==> src/rtl/bakery_arb_pkg.sv <==
// -----------------------------------------------------------------------------
// bakery_arb_pkg
// Shared types and configuration checks for the bakery ticket arbiter.
//   arb_state   : per-requester state (IDLE -> WAIT -> CRIT -> IDLE)
//   arb_cfg_ok  : elaboration-time legality check of the arbiter parameters
// -----------------------------------------------------------------------------
package bakery_arb_pkg;

    typedef enum logic [1:0] {
        IDLE = 2'd0,
        WAIT = 2'd1,
        CRIT = 2'd2
    } arb_state;

    // Tickets must never alias among outstanding requesters (2**tkw > nproc),
    // and the owner field must be able to name every requester.
    function automatic bit arb_cfg_ok(input int nproc, input int tkw,
                                      input int idw, input int hold_max);
        return (nproc >= 1) && ((1 << tkw) > nproc) &&
               ((1 << idw) >= nproc) && (hold_max >= 1);
    endfunction

endpackage

==> src/rtl/bakery_ticket_dispenser.sv <==
// -----------------------------------------------------------------------------
// bakery_ticket_dispenser
// Hands out consecutive tickets to every requester leaving IDLE on this edge,
// lower index first.
//   take_i    : requesters taking a ticket this cycle
//   next_tk_i : first free ticket number
//   tk_o      : per-requester ticket (next_tk_i + lower-index takes), mod 2**TKW
//   adv_o     : number of tickets issued this cycle
// -----------------------------------------------------------------------------
module bakery_ticket_dispenser #(
    parameter int NPROC = 4,
    parameter int TKW   = 4
) (
    input  logic [NPROC-1:0]          take_i,
    input  logic [TKW-1:0]            next_tk_i,
    output logic [NPROC-1:0][TKW-1:0] tk_o,
    output logic [TKW-1:0]            adv_o
);

    logic [TKW-1:0] cnt;

    // Running prefix popcount; cannot overflow because NPROC < 2**TKW.
    always_comb begin
        cnt = '0;
        for (int i = 0; i < NPROC; i++) begin
            tk_o[i] = next_tk_i + cnt;
            if (take_i[i]) begin
                cnt = cnt + TKW'(1);
            end
        end
        adv_o = cnt;
    end

endmodule

==> src/rtl/bakery_arbiter.sv <==
// -----------------------------------------------------------------------------
// bakery_arbiter
// Ticket (bakery) arbiter granting one shared resource to NPROC requesters in
// ticket order; simultaneous arrivals are ordered by lower index first.
//   clock     : rising-edge clock
//   reset_n   : asynchronous active-low reset
//   req       : per-requester request level, held until granted
//   rel       : per-requester release pulse, valid only while granted
//   grant     : registered one-hot (or zero) grant
//   owner     : index of the granted requester, 0 when idle
//   busy      : any grant active
//   proto_err : sticky protocol-violation flag
// Optional feature: define BAKERY_ARB_TIMEOUT_EN to force-release an owner
// that holds the grant for HOLD_MAX cycles without rel.
// -----------------------------------------------------------------------------
module bakery_arbiter #(
    parameter int NPROC    = 4,
    parameter int TKW      = 4,
    parameter int IDW      = 2,
    parameter int HOLD_MAX = 15
) (
    input  logic             clock,
    input  logic             reset_n,
    input  logic [NPROC-1:0] req,
    input  logic [NPROC-1:0] rel,
    output logic [NPROC-1:0] grant,
    output logic [IDW-1:0]   owner,
    output logic             busy,
    output logic             proto_err
);

    import bakery_arb_pkg::*;

    if (!arb_cfg_ok(NPROC, TKW, IDW, HOLD_MAX)) begin : g_cfg_err
        $error("bakery_arbiter: need 2**TKW > NPROC, 2**IDW >= NPROC, HOLD_MAX >= 1");
    end

    arb_state                  state_q [NPROC];
    arb_state                  state_d [NPROC];
    logic [NPROC-1:0][TKW-1:0] tk_q, tk_d, disp_tk;
    logic [TKW-1:0]            next_tk_q, next_tk_d, adv;
    logic [TKW-1:0]            serving_q, serving_d;
    logic [NPROC-1:0]          take;
    logic [NPROC-1:0]          grant_q, grant_d;
    logic [IDW-1:0]            owner_q, owner_d;
    logic                      busy_q, busy_d;
    logic                      perr_q, perr_d;
    logic                      any_crit;
    logic                      hold_expired;

    always_comb begin
        take     = '0;
        any_crit = 1'b0;
        for (int i = 0; i < NPROC; i++) begin
            take[i] = (state_q[i] == IDLE) && req[i];
            if (state_q[i] == CRIT) begin
                any_crit = 1'b1;
            end
        end
    end

    bakery_ticket_dispenser #(
        .NPROC (NPROC),
        .TKW   (TKW)
    ) u_dispenser (
        .take_i    (take),
        .next_tk_i (next_tk_q),
        .tk_o      (disp_tk),
        .adv_o     (adv)
    );

`ifdef BAKERY_ARB_TIMEOUT_EN
    localparam int HCW = $clog2(HOLD_MAX + 1);
    logic [HCW-1:0] hold_q, hold_d;

    // Zero on the grant edge (nobody was in CRIT), then counts CRIT cycles.
    assign hold_d       = any_crit ? hold_q + HCW'(1) : '0;
    assign hold_expired = (hold_q == HCW'(HOLD_MAX - 1));

    always_ff @(posedge clock or negedge reset_n) begin
        if (!reset_n) begin
            hold_q <= '0;
        end else begin
            hold_q <= hold_d;
        end
    end
`else
    assign hold_expired = 1'b0;
`endif

    always_comb begin
        state_d   = state_q;
        tk_d      = tk_q;
        serving_d = serving_q;
        perr_d    = perr_q;
        next_tk_d = next_tk_q + adv;
        for (int i = 0; i < NPROC; i++) begin
            case (state_q[i])
                IDLE: begin
                    if (req[i]) begin
                        state_d[i] = WAIT;
                        tk_d[i]    = disp_tk[i];
                    end
                end
                WAIT: begin
                    // A dropped request keeps its ticket; only flagged.
                    if (!req[i]) begin
                        perr_d = 1'b1;
                    end
                    // Tickets are unique, so at most one waiter matches.
                    if ((tk_q[i] == serving_q) && !any_crit) begin
                        state_d[i] = CRIT;
                    end
                end
                CRIT: begin
                    if (rel[i]) begin
                        state_d[i] = IDLE;
                        serving_d  = serving_q + TKW'(1);
                    end else if (hold_expired) begin
                        state_d[i] = IDLE;
                        serving_d  = serving_q + TKW'(1);
                        perr_d     = 1'b1;
                    end
                end
                default: state_d[i] = IDLE;
            endcase
            if (rel[i] && (state_q[i] != CRIT)) begin
                perr_d = 1'b1;
            end
        end

        // Outputs are registered copies of the next state decode.
        grant_d = '0;
        owner_d = '0;
        for (int i = 0; i < NPROC; i++) begin
            if (state_d[i] == CRIT) begin
                grant_d[i] = 1'b1;
                owner_d    = IDW'(i);
            end
        end
        busy_d = |grant_d;
    end

    always_ff @(posedge clock or negedge reset_n) begin
        if (!reset_n) begin
            for (int i = 0; i < NPROC; i++) begin
                state_q[i] <= IDLE;
            end
            tk_q      <= '0;
            next_tk_q <= '0;
            serving_q <= '0;
            grant_q   <= '0;
            owner_q   <= '0;
            busy_q    <= 1'b0;
            perr_q    <= 1'b0;
        end else begin
            state_q   <= state_d;
            tk_q      <= tk_d;
            next_tk_q <= next_tk_d;
            serving_q <= serving_d;
            grant_q   <= grant_d;
            owner_q   <= owner_d;
            busy_q    <= busy_d;
            perr_q    <= perr_d;
        end
    end

    assign grant     = grant_q;
    assign owner     = owner_q;
    assign busy      = busy_q;
    assign proto_err = perr_q;

endmodule

==> config.mk <==
export PLATFORM = sky130hd
export DESIGN_NAME = bakery_arbiter
export DESIGN_NICKNAME = d
export VERILOG_FILES = /design/src/rtl/bakery_arb_pkg.sv /design/src/rtl/bakery_ticket_dispenser.sv /design/src/rtl/bakery_arbiter.sv
export SDC_FILE = /design/constraint.sdc
export NUM_CORES = 1
export LEC_CHECK = 0
export ABC_CLOCK_PERIOD_IN_PS = 4200
export BUFFER_PORTS_ARGS = -buffer_cell sky130_fd_sc_hd__buf_2
export CAP_MARGIN = 20
export CORE_UTILIZATION = 55
export CTS_BUF_LIST = sky130_fd_sc_hd__clkbuf_16
export CTS_CLUSTER_DIAMETER = 50
export DETAILED_ROUTE_END_ITERATION = 7
export PLACE_DENSITY = 0.81
export SETUP_SLACK_MARGIN = 0.5
export SLEW_MARGIN = 20
export SYNTH_ARGS = -nofsm -noshare
export SYNTH_HDL_FRONTEND = slang
export SYNTH_SLANG_ARGS = --single-unit
==> constraint.sdc <==
create_clock -name clock -period 4.2 [get_ports clock]
set_input_delay 0.63 -clock clock [delete_from_list [all_inputs] [get_ports clock]]
set_output_delay 0.63 -clock clock [all_outputs]
set_load 0.005 [all_outputs]
* After elaboration in Yosys (flattened, before gate mapping)
Index checks and enable logic that the tools add are counted.
** Storage, ports and cells
- Word-level logic and storage cells :: 115
- Register bits after elaboration :: 40
- Output and inout port bits :: 8
- Input port bits :: 10
** Operators by class
- Eq/ne operators :: 20
- Add/subtract/negate cells :: 8
- Reduce and logical (&&, ||, !) cells :: 22
- Muxes and demuxes :: 51
** Operator list (count)
- $mux W4 :: 11
- $mux W2 :: 14
- $pmux W2 S3 :: 4
- $mux W1 :: 22
- $eq A2 B2 Y1 const B :: 8
- $eq A4 B4 Y1 :: 4
- $add A4 B1 Y4 const B :: 3
- $add A4 B4 Y4 :: 3
- $logic_and A1 B1 Y1 :: 12
- $eq A2 B1 Y1 const B :: 4
- $logic_not A2 Y1 :: 4
- $ne A2 B2 Y1 const B :: 4
- $reduce_and A2 Y1 :: 4
- $add A4 B1 Y4 :: 1
- $reduce_or A4 Y1 :: 1
- $add A1 B1 Y2 const B :: 1
- $logic_not A1 Y1 :: 1

* Depth between registers and ports, before layout
Gate-level depths: netlist (run 1).
- Depth in word-level cells :: 13
- Gate-level depth with buffers :: 12
- Depth with buffers taken out :: 12

* By module
Synthesis (run 1) repeated with hierarchy kept, for this count alone.
** Second synthesis, totals
- Cell total of the unflattened synthesis :: 197
- Area total of the unflattened synthesis :: 2303.5 µm²
** By module, submodules not included
- bakery_arbiter :: cells an instance 155, area an instance 1934.4 µm², seq. area each 1001.0 µm², instances 1
- bakery_ticket_dispenser :: cells an instance 42, area an instance 369.1 µm², seq. area each 0.0 µm², instances 1

* Worst setup path after synthesis (run 1)
Ideal clock, no wire load.
- Path type :: input to register
- From :: in req[1]
- To :: reg next_tk_q[3]
- Library setup time :: 0.080 ns
- Required time :: 4.120 ns
- Cell stages on the path :: 12
- Arrival time :: 2.946 ns
- Buffers on the path :: 0
- Setup slack :: 1.174 ns
- Cell sequence :: inv_1 -> or3_1 -> inv_2 -> ha_1 -> nor2_1 -> a21oi_1 -> ha_1 -> mux2_2 -> ha_1 -> a21o_1 -> a21oi_1 -> xnor2_1
** On the way
- Word-level cells in the longest chain between the ends :: 7
** Ends and longest elaborated chain
- start, declared :: RTL line bakery_arbiter.sv:24 : input logic [NPROC-1:0] req,
- $logic_and A1 B1 Y1 (*) :: RTL line bakery_arbiter.sv:55 : take[i] = (state_q[i] == IDLE) && req[i];
- net take[1] :: RTL line bakery_arbiter.sv:43 : logic [NPROC-1:0] take;
- $mux W4 (*) :: RTL line bakery_ticket_dispenser.sv:27 : if (take_i[i]) begin
- $add A4 B1 Y4 :: RTL line bakery_ticket_dispenser.sv:28 : cnt = cnt + TKW'(1);
- $mux W4 (*) :: RTL line bakery_ticket_dispenser.sv:27
- $add A4 B1 Y4 :: RTL line bakery_ticket_dispenser.sv:28
- $mux W4 (*) :: RTL line bakery_ticket_dispenser.sv:27
- $add A4 B4 Y4 (*) :: RTL line bakery_arbiter.sv:96 : next_tk_d = next_tk_q + adv;
- net next_tk_d[3] :: RTL line bakery_arbiter.sv:41 : logic [TKW-1:0] next_tk_q, next_tk_d, adv;
- end signal, assigned :: RTL line bakery_arbiter.sv:159 : next_tk_q <= next_tk_d;
- end, declared :: RTL line bakery_arbiter.sv:41
The timed path passes the listed nets; every way through them passes the cells marked *.
A chain may end at the register's enable or synchronous reset.

* Final worst setup path (run 1)
- From :: reg state_q[5] (netlist name)
- To :: reg next_tk_q[3]
** On the way
- Word-level cells in the longest chain between the ends :: 8
** Ends and longest elaborated chain
- start, declared :: RTL line bakery_arbiter.sv:38 : arb_state state_q [NPROC];
- start signal, assigned :: RTL line bakery_arbiter.sv:157 : state_q <= state_d;
- $logic_not A2 Y1 (*) :: RTL line bakery_arbiter.sv:55
- $logic_and A1 B1 Y1 (*) :: RTL line bakery_arbiter.sv:55
- net take[1] :: RTL line bakery_arbiter.sv:43
- $mux W4 (*) :: RTL line bakery_ticket_dispenser.sv:27
- $add A4 B1 Y4 :: RTL line bakery_ticket_dispenser.sv:28
- $mux W4 (*) :: RTL line bakery_ticket_dispenser.sv:27
- $add A4 B1 Y4 :: RTL line bakery_ticket_dispenser.sv:28
- $mux W4 (*) :: RTL line bakery_ticket_dispenser.sv:27
- $add A4 B4 Y4 (*) :: RTL line bakery_arbiter.sv:96
- net next_tk_d[3] :: RTL line bakery_arbiter.sv:41
Marks and branches as above.

==> impl_metrics.json, run 1 <==
{
  "reg2reg_from": "state_q[5]",
  "viasPerCell": 5.51,
  "drive_gt1_frac": 0.212,
  "cts.sinks": 40,
  "avgSynthCellArea_um2": 11.1,
  "rrSetupSlack_ns": 1.11,
  "cts_tree": "yes",
  "synth_fa_ha_area_frac": 0.0995,
  "met3_usage": 0.0616,
  "timing.fmax_mhz": 323,
  "core_region_area_um2": 4000,
  "clk_path_buf_depth": 2,
  "h-tree-depth": 2,
  "dpl.hpwl_mm": 3.20,
  "cts_setup_buffers": 0,
  "period_share": 0.736,
  "rsz0062_at_grt": "false",
  "overflow": 0,
  "area_delta_synth_final_pct": 11.3,
  "outcome": "finished clean",
  "hold_viol_final": 0,
  "num_vias": 1520,
  "synth-edff-count": 0,
  "drv_slew": 0,
  "yosys.area_share.simple": 0.145,
  "initial_core_util": 0.572,
  "cp.required_ns": 4.40,
  "routed_wl_mm": 4.35,
  "synth_nets": 234,
  "slew_headroom": 0.428,
  "start_kind": "flop",
  "drc": 0,
  "synth_seq_cells": 40,
  "crit_type": "flop to flop",
  "synth_top_family_by_area": "simple AND/OR/NAND/NOR gates",
  "chipWidth_um": 66.5,
  "setup_ws_ns": 1.11,
  "vdd_ir_drop_max_uv": 477,
  "ios": 18,
  "drtIter0Drc": 84,
  "ys_seq_area_frac": 0.437,
  "setup_viol": 0,
  "numCtsBuffers": 5,
  "grt_use_met2": 0.321,
  "ant_nets": 0,
  "finClkSkew_ns": 0.00285,
  "synth.area.mux_share": 0.0536,
  "syn-cell-area_um2": 2290,
  "synth_compound_area_frac": 0.104,
  "fin_nets": 253,
  "final.min_clock_period_ns": 3.09,
  "firstDrtPassIters": 4,
  "preCtsSetupSlack_ns": 0.852,
  "final_common_cell": "dfrtp_1",
  "antenna_found_initial": 0,
  "max_cap_viol_count": 0,
  "rows": 23,
  "use_met1": 0.304,
  "synth_cells": 207,
  "top_usage_layer": "met2",
  "root_buffer": "clkbuf_16",
  "die-area_um2": 4420,
  "yosys_warnings": 0,
  "die_h_um": 66.5,
  "port_buffers": 17,
  "synth_flop_cell": "dfrtp_1",
  "gp_congestion": 0.860,
  "diodes": 0,
  "timing.rr.end": "next_tk_q[3]",
  "grt_max_degree": 41,
  "wl_per_cell_um": 15.8,
  "holdWs_ns": 0.463,
  "grt_use_total": 0.218,
  "synthXorXnorAreaFrac": 0.122,
  "cellPowerDensity_nw_per_um2": 786,
  "tns_ns": 0,
  "most-common-layout-cells": "dfrtp_1, xnor2_1, buf_2",
  "grt_pass1_vias": 1384,
  "path_clk_slew_ns": 0.05,
  "yosysUniqueCellTypes": 44,
  "insertion_delay_ns": 0.28,
  "end_kind": "flop",
  "crit_fanout": 8,
  "min_path_type": "input port to async pin",
  "tightest_slew_ns": 0.857,
  "grt_first_pass_wirelength_mm": 6.73,
  "total_power_mw": 2.00,
  "synth-async-reset-ratio": 1.00,
  "fillCellCount": 304,
  "power_leakage_nw": 1.21,
  "reg2reg_depth": 11,
  "ctsHoldBuffers": 0,
  "cts_resized": 0,
  "critPathArrivalTime_ns": 3.29
}
[synthesized netlist by cell type (2+ instances only)]
cell type,number,share of area
dfrtp_1,40,0.44
xnor2_1,23,0.088
ha_1,15,0.082
inv_1,15,0.025
a21oi_1,13,0.028
nand2_1,13,0.021
nor2_1,12,0.020
mux2_2,9,0.044
xor2_1,7,0.027
nand3_1,5,0.011
buf_2,4,0.0087
nand4_1,4,0.011
o22ai_1,4,0.011
nand2b_1,3,0.0082
a21o_1,2,0.0066
fa_1,2,0.017
inv_2,2,0.0033
nand2b_2,2,0.0077
nand2b_4,2,0.012
nor3_4,2,0.014
o21ai_0,2,0.0044
o21ai_1,2,0.0044
o2bb2ai_1,2,0.0077
o32ai_1,2,0.0077
[stage by stage]
| step | std cells | cell area [um^2] | util |
|---|---|---|---|
| 2_1_floorplan | 207 | 2290 | - |
| 3_3_place_gp | 269 | 2410 | 0.603 |
| 3_5_place_dp | 269 | 2410 | 0.603 |
| 4_1_cts | 276 | 2550 | 0.637 |
| 5_1_grt | 276 | 2550 | 0.637 |
| 6_report | 276 | 2550 | 0.637 |
[cell families (layout without fill, tap and decap cells)]
logic type	count (synthesis)	in the layout
and+or+nand+nor	53	53
buffers and inverters	22	41
DFF	40	40
muxes	11	11
xor gates and xnor gates	31	31
adders and majority gates	17	17
AOI/OAI and AO/OA	33	33
[power by group]
group / total, mW / switching [mW] / internal, mW
Clock: 0.351 / 0.137 / 0.213
Combinational: 0.877 / 0.434 / 0.443
Sequential: 0.774 / 0.215 / 0.559
[cell type report]
| type | count | area [um^2] | area share |
|---|---|---|---|
| clock buffer | 5 | 125 | 0.0491 |
| inverter | 17 | 63.8 | 0.0251 |
| sequential | 40 | 1000 | 0.393 |
| multi-input combinational | 145 | 1200 | 0.471 |
| timing repair buffer | 17 | 85.1 | 0.0334 |
| tap | 50 | 62.6 | 0.0246 |
| clock inverter | 2 | 8.76 | 0.00344 |
[worst max-delay path, cell delays in order (launching register included)]
cell and delay [ns]:
dfrtp_1 0.42, or3_1 0.45, inv_2 0.16, ha_1 0.20, nor2_1 0.06, a21oi_1 0.40, ha_1 0.33, mux2_2 0.27
ha_1 0.26, a21o_1 0.17, a21oi_1 0.17, xnor2_1 0.13
[sequential cells by signal, summed over array words and instances (netlist names)]
| name | flops |
|---|---|
| tk_q | 16 |
| state_q | 8 |
| grant | 4 |
| next_tk_q | 4 |
| serving_q | 4 |
| owner | 2 |
| busy | 1 |
| proto_err | 1 |
[worst max-delay path by stage]
stage,end,cells past startpoint,slack (ns),startpoint
after CTS,next_tk_q[3],11,1.09,state_q[5]
after floorplan,next_tk_q[3],12,1.17,req[1]
after global placement,next_tk_q[3],13,0.95,req[1]
final,next_tk_q[3],11,1.11,state_q[5]
after detailed placement,next_tk_q[3],13,0.85,req[1]
after global routing,next_tk_q[3],10,0.86,state_q[7]
[metal layers]
layer  wire length [um]  share of wire
met4                 57          0.013
met2               2040           0.47
met5                  0              0
met1               2090           0.48
met3                161          0.037
No activity file was read; power rests on OpenSTA's default activity.
==> run 2: changes to the inputs <==
--- a/config.mk
+++ b/config.mk
@@ -5,7 +5,8 @@
 export SDC_FILE = /design/constraint.sdc
 export NUM_CORES = 1
 export LEC_CHECK = 0
-export ABC_CLOCK_PERIOD_IN_PS = 4200
+export ABC_AREA = 1
+export ABC_CLOCK_PERIOD_IN_PS = 2930
 export BUFFER_PORTS_ARGS = -buffer_cell sky130_fd_sc_hd__buf_2
 export CAP_MARGIN = 20
 export CORE_UTILIZATION = 55
==> constraint.sdc (replaced) <==
create_clock -name clock -period 2.93 [get_ports clock]
set_input_delay 0.4395 -clock clock [delete_from_list [all_inputs] [get_ports clock]]
set_output_delay 0.4395 -clock clock [all_outputs]
set_load 0.005 [all_outputs]
==> run 2 against run 1 <==
Flip-flop and latch count is the same. Sequential share of layout area shrank 3.2 points. Non-clock buffer count is 8 higher. Fmax rose by 28%. Clock-buffer cell count unchanged. Worst hold slack worse by 0.18 ns. Critical path depth rose by 1. Clock power grew 46%. Design area increased by 8.8%. Critical path type unchanged.
==> impl_metrics.json, run 2 <==
{
  "min_path_type": "input port to async pin",
  "synth_seq_cells": 40,
  "top_regs": "tk_q x16, state_q x8",
  "rsz0062_at_grt": "true",
  "placed_cell_area_um2": 2560,
  "synth_top_area_frac": 0.427,
  "gp_congestion": 0.884,
  "cts_tree": "yes",
  "diodes": 0,
  "synthXorXnorAreaFrac": 0.0374,
  "slowest_delay_ns": 0.52,
  "final.min_clock_period_ns": 2.42,
  "grt_use_met2": 0.459,
  "outcome": "finished clean",
  "synth_compound_area_frac": 0.0742,
  "core_region_area_um2": 4060,
  "timing.fmax_mhz": 414,
  "most-common-layout-cells": "nand2_1, dfrtp_1, inv_1",
  "routed_wl_mm": 5.11,
  "root_buffer": "clkbuf_16",
  "met3_usage": 0.0591,
  "top_usage_layer": "met2",
  "path_clk_slew_ns": 0.06,
  "crit_family": "adder cells",
  "yosys_warnings": 0,
  "viasPerCell": 5.16,
  "port_buffers": 17,
  "grt_first_pass_wirelength_mm": 8.41,
  "cellPowerDensity_nw_per_um2": 1040,
  "h-tree-depth": 2,
  "antenna_found_initial": 0,
  "synth_flop_cell": "dfrtp_1",
  "path_common_cell": "inv_2",
  "synth_common_cells": "nand2_1, inv_1, dfrtp_1",
  "area_delta_synth_final_pct": 18.1,
  "power_leakage_nw": 1.54,
  "drive_gt1_frac": 0.197,
  "period_share": 0.824,
  "avgSynthCellArea_um2": 7.74,
  "largest_reg_flops": 16,
  "synth.area.mux_share": 0,
  "clk_path_buf_depth": 2,
  "hold_viol_final": 0,
  "ant_nets": 0,
  "synth_area_leaders": "dfrtp_1, nand2_1, ha_1",
  "crit_type": "flop to flop",
  "final_common_cell": "nand2_1",
  "grt_pass1_vias": 1885,
  "start_kind": "flop",
  "max_cap_viol_count": 0,
  "cp.required_ns": 3.11,
  "tns_ns": 0,
  "yosys.area.top_type": "dfrtp_1",
  "synthMostInstantiatedCell": "nand2_1",
  "slew_headroom": 0.408,
  "use_met1": 0.293,
  "finClkSkew_ns": 0.00467,
  "grt_use_total": 0.257,
  "numCtsBuffers": 5,
  "crit_slowest_cell": "fa_2",
  "synth_fa_ha_area_frac": 0.0971,
  "yosys.area_share.simple": 0.283,
  "synth_nets": 330,
  "syn-cell-area_um2": 2340,
  "tightest_slew_ns": 0.889,
  "drv_slew": 0,
  "ys_seq_area_frac": 0.427,
  "wl_per_cell_um": 13.3,
  "reg2reg_from": "state_q[4]",
  "setup_viol": 0,
  "vdd_ir_drop_max_uv": 533,
  "drtIter0Drc": 88,
  "drc": 0,
  "holdWs_ns": 0.282,
  "top_register": "tk_q",
  "firstDrtPassIters": 4,
  "dpl.hpwl_mm": 3.70,
  "synth-edff-count": 0,
  "synth_cells": 303,
  "crit_chain": "nor3_4 > inv_2 > ha_4 > or2_4 > nand2_4 > inv_4 > ha_4 > inv_2 > o21ai_2 > inv_2 > fa_2 > inv_1",
  "synth-async-reset-ratio": 1.00,
  "initial_core_util": 0.578,
  "critPathArrivalTime_ns": 2.59,
  "yosysUniqueCellTypes": 25,
  "fin_nets": 361,
  "num_vias": 1986,
  "fillCellCount": 337,
  "rrSetupSlack_ns": 0.51,
  "worst-path-buf-inv": 5,
  "crit_start": "state_q[4]",
  "end_kind": "flop",
  "die_h_um": 67.3,
  "overflow": 0,
  "cts.sinks": 40,
  "ios": 18,
  "die-area_um2": 4530,
  "grt_max_degree": 41,
  "stdcell_area_um2": 2770,
  "rows": 23,
  "chipWidth_um": 67.3,
  "insertion_delay_ns": 0.28,
  "synth_top_family_by_area": "simple AND/OR/NAND/NOR gates",
  "crit_fanout": 4
}
-- run 2: final cells by class --
cell class	instances	area (um^2)	area share
Multi-Input combinational cell	212	1220	0.440
Clock inverter	3	11.3	0.00407
Clock buffer	5	125	0.0452
Sequential cell	40	1000	0.361
Timing Repair Buffer	25	145	0.0524
Tap cell	50	62.6	0.0226
Inverter	50	206	0.0745
-- run 2: cell families (layout without fill, tap and decap cells) --
group | Yosys count | in the layout
xor+xnor | 10 | 10
fa+ha+maj | 17 | 17
compound gates | 31 | 31
buf+inv | 51 | 83
flops | 40 | 40
simple gates | 154 | 154
-- run 2: per-layer routing --
metal  up-vias  wire length [um]
met5         -                 0
met4         0                98
met3         9               169
met2        36              2710
met1       935              2130
li1       1006                 -
-- run 2: worst register-to-register path: stages (launching register included) --
cell and delay, ns:
dfrtp_1 0.41, nor3_4 0.21, inv_2 0.08, ha_4 0.23, or2_4 0.24, nand2_4 0.08, inv_4 0.04, ha_4 0.25
inv_2 0.03, o21ai_2 0.13, inv_2 0.06, fa_2 0.52, inv_1 0.04
-- run 2: repair_timing --
item | in CTS | in global routing
pin swaps | 1 | 2
setup buffers | 2 | 5
setup endpoints to repair | 3 | 4
gates resized for setup | 3 | 4
hold buffers | 0 | 0
endpoints found under the hold margin | 0 | 0
gates cloned | 0 | 0
-- run 2: per-stage QoR --
step,utilization,power [mW],cells,setup WS (ns)
5_1_grt,0.683,3.15,385,0.395
3_3_place_gp,0.630,2.23,370,0.317
4_1_cts,0.672,2.84,380,0.481
2_1_floorplan,-,1.94,303,0.390
3_5_place_dp,0.630,2.28,370,0.252
6_report,0.683,2.88,385,0.515
-- run 2: power by group --
part	switching, mW	internal (mW)
logic	0.822	0.537
registers	0.226	0.786
clock network	0.204	0.306
-- run 2: path summary, 6_finish.rpt --
path | endpoint | cells past startpoint
max in group asynchronous | tk_q[6] | 1
worst min register to register | proto_err | 2
min in group clock | proto_err | 3
worst max-delay path | next_tk_q[1] | 12
worst max register to register | next_tk_q[1] | 12
worst min-delay path | grant[0] | 1
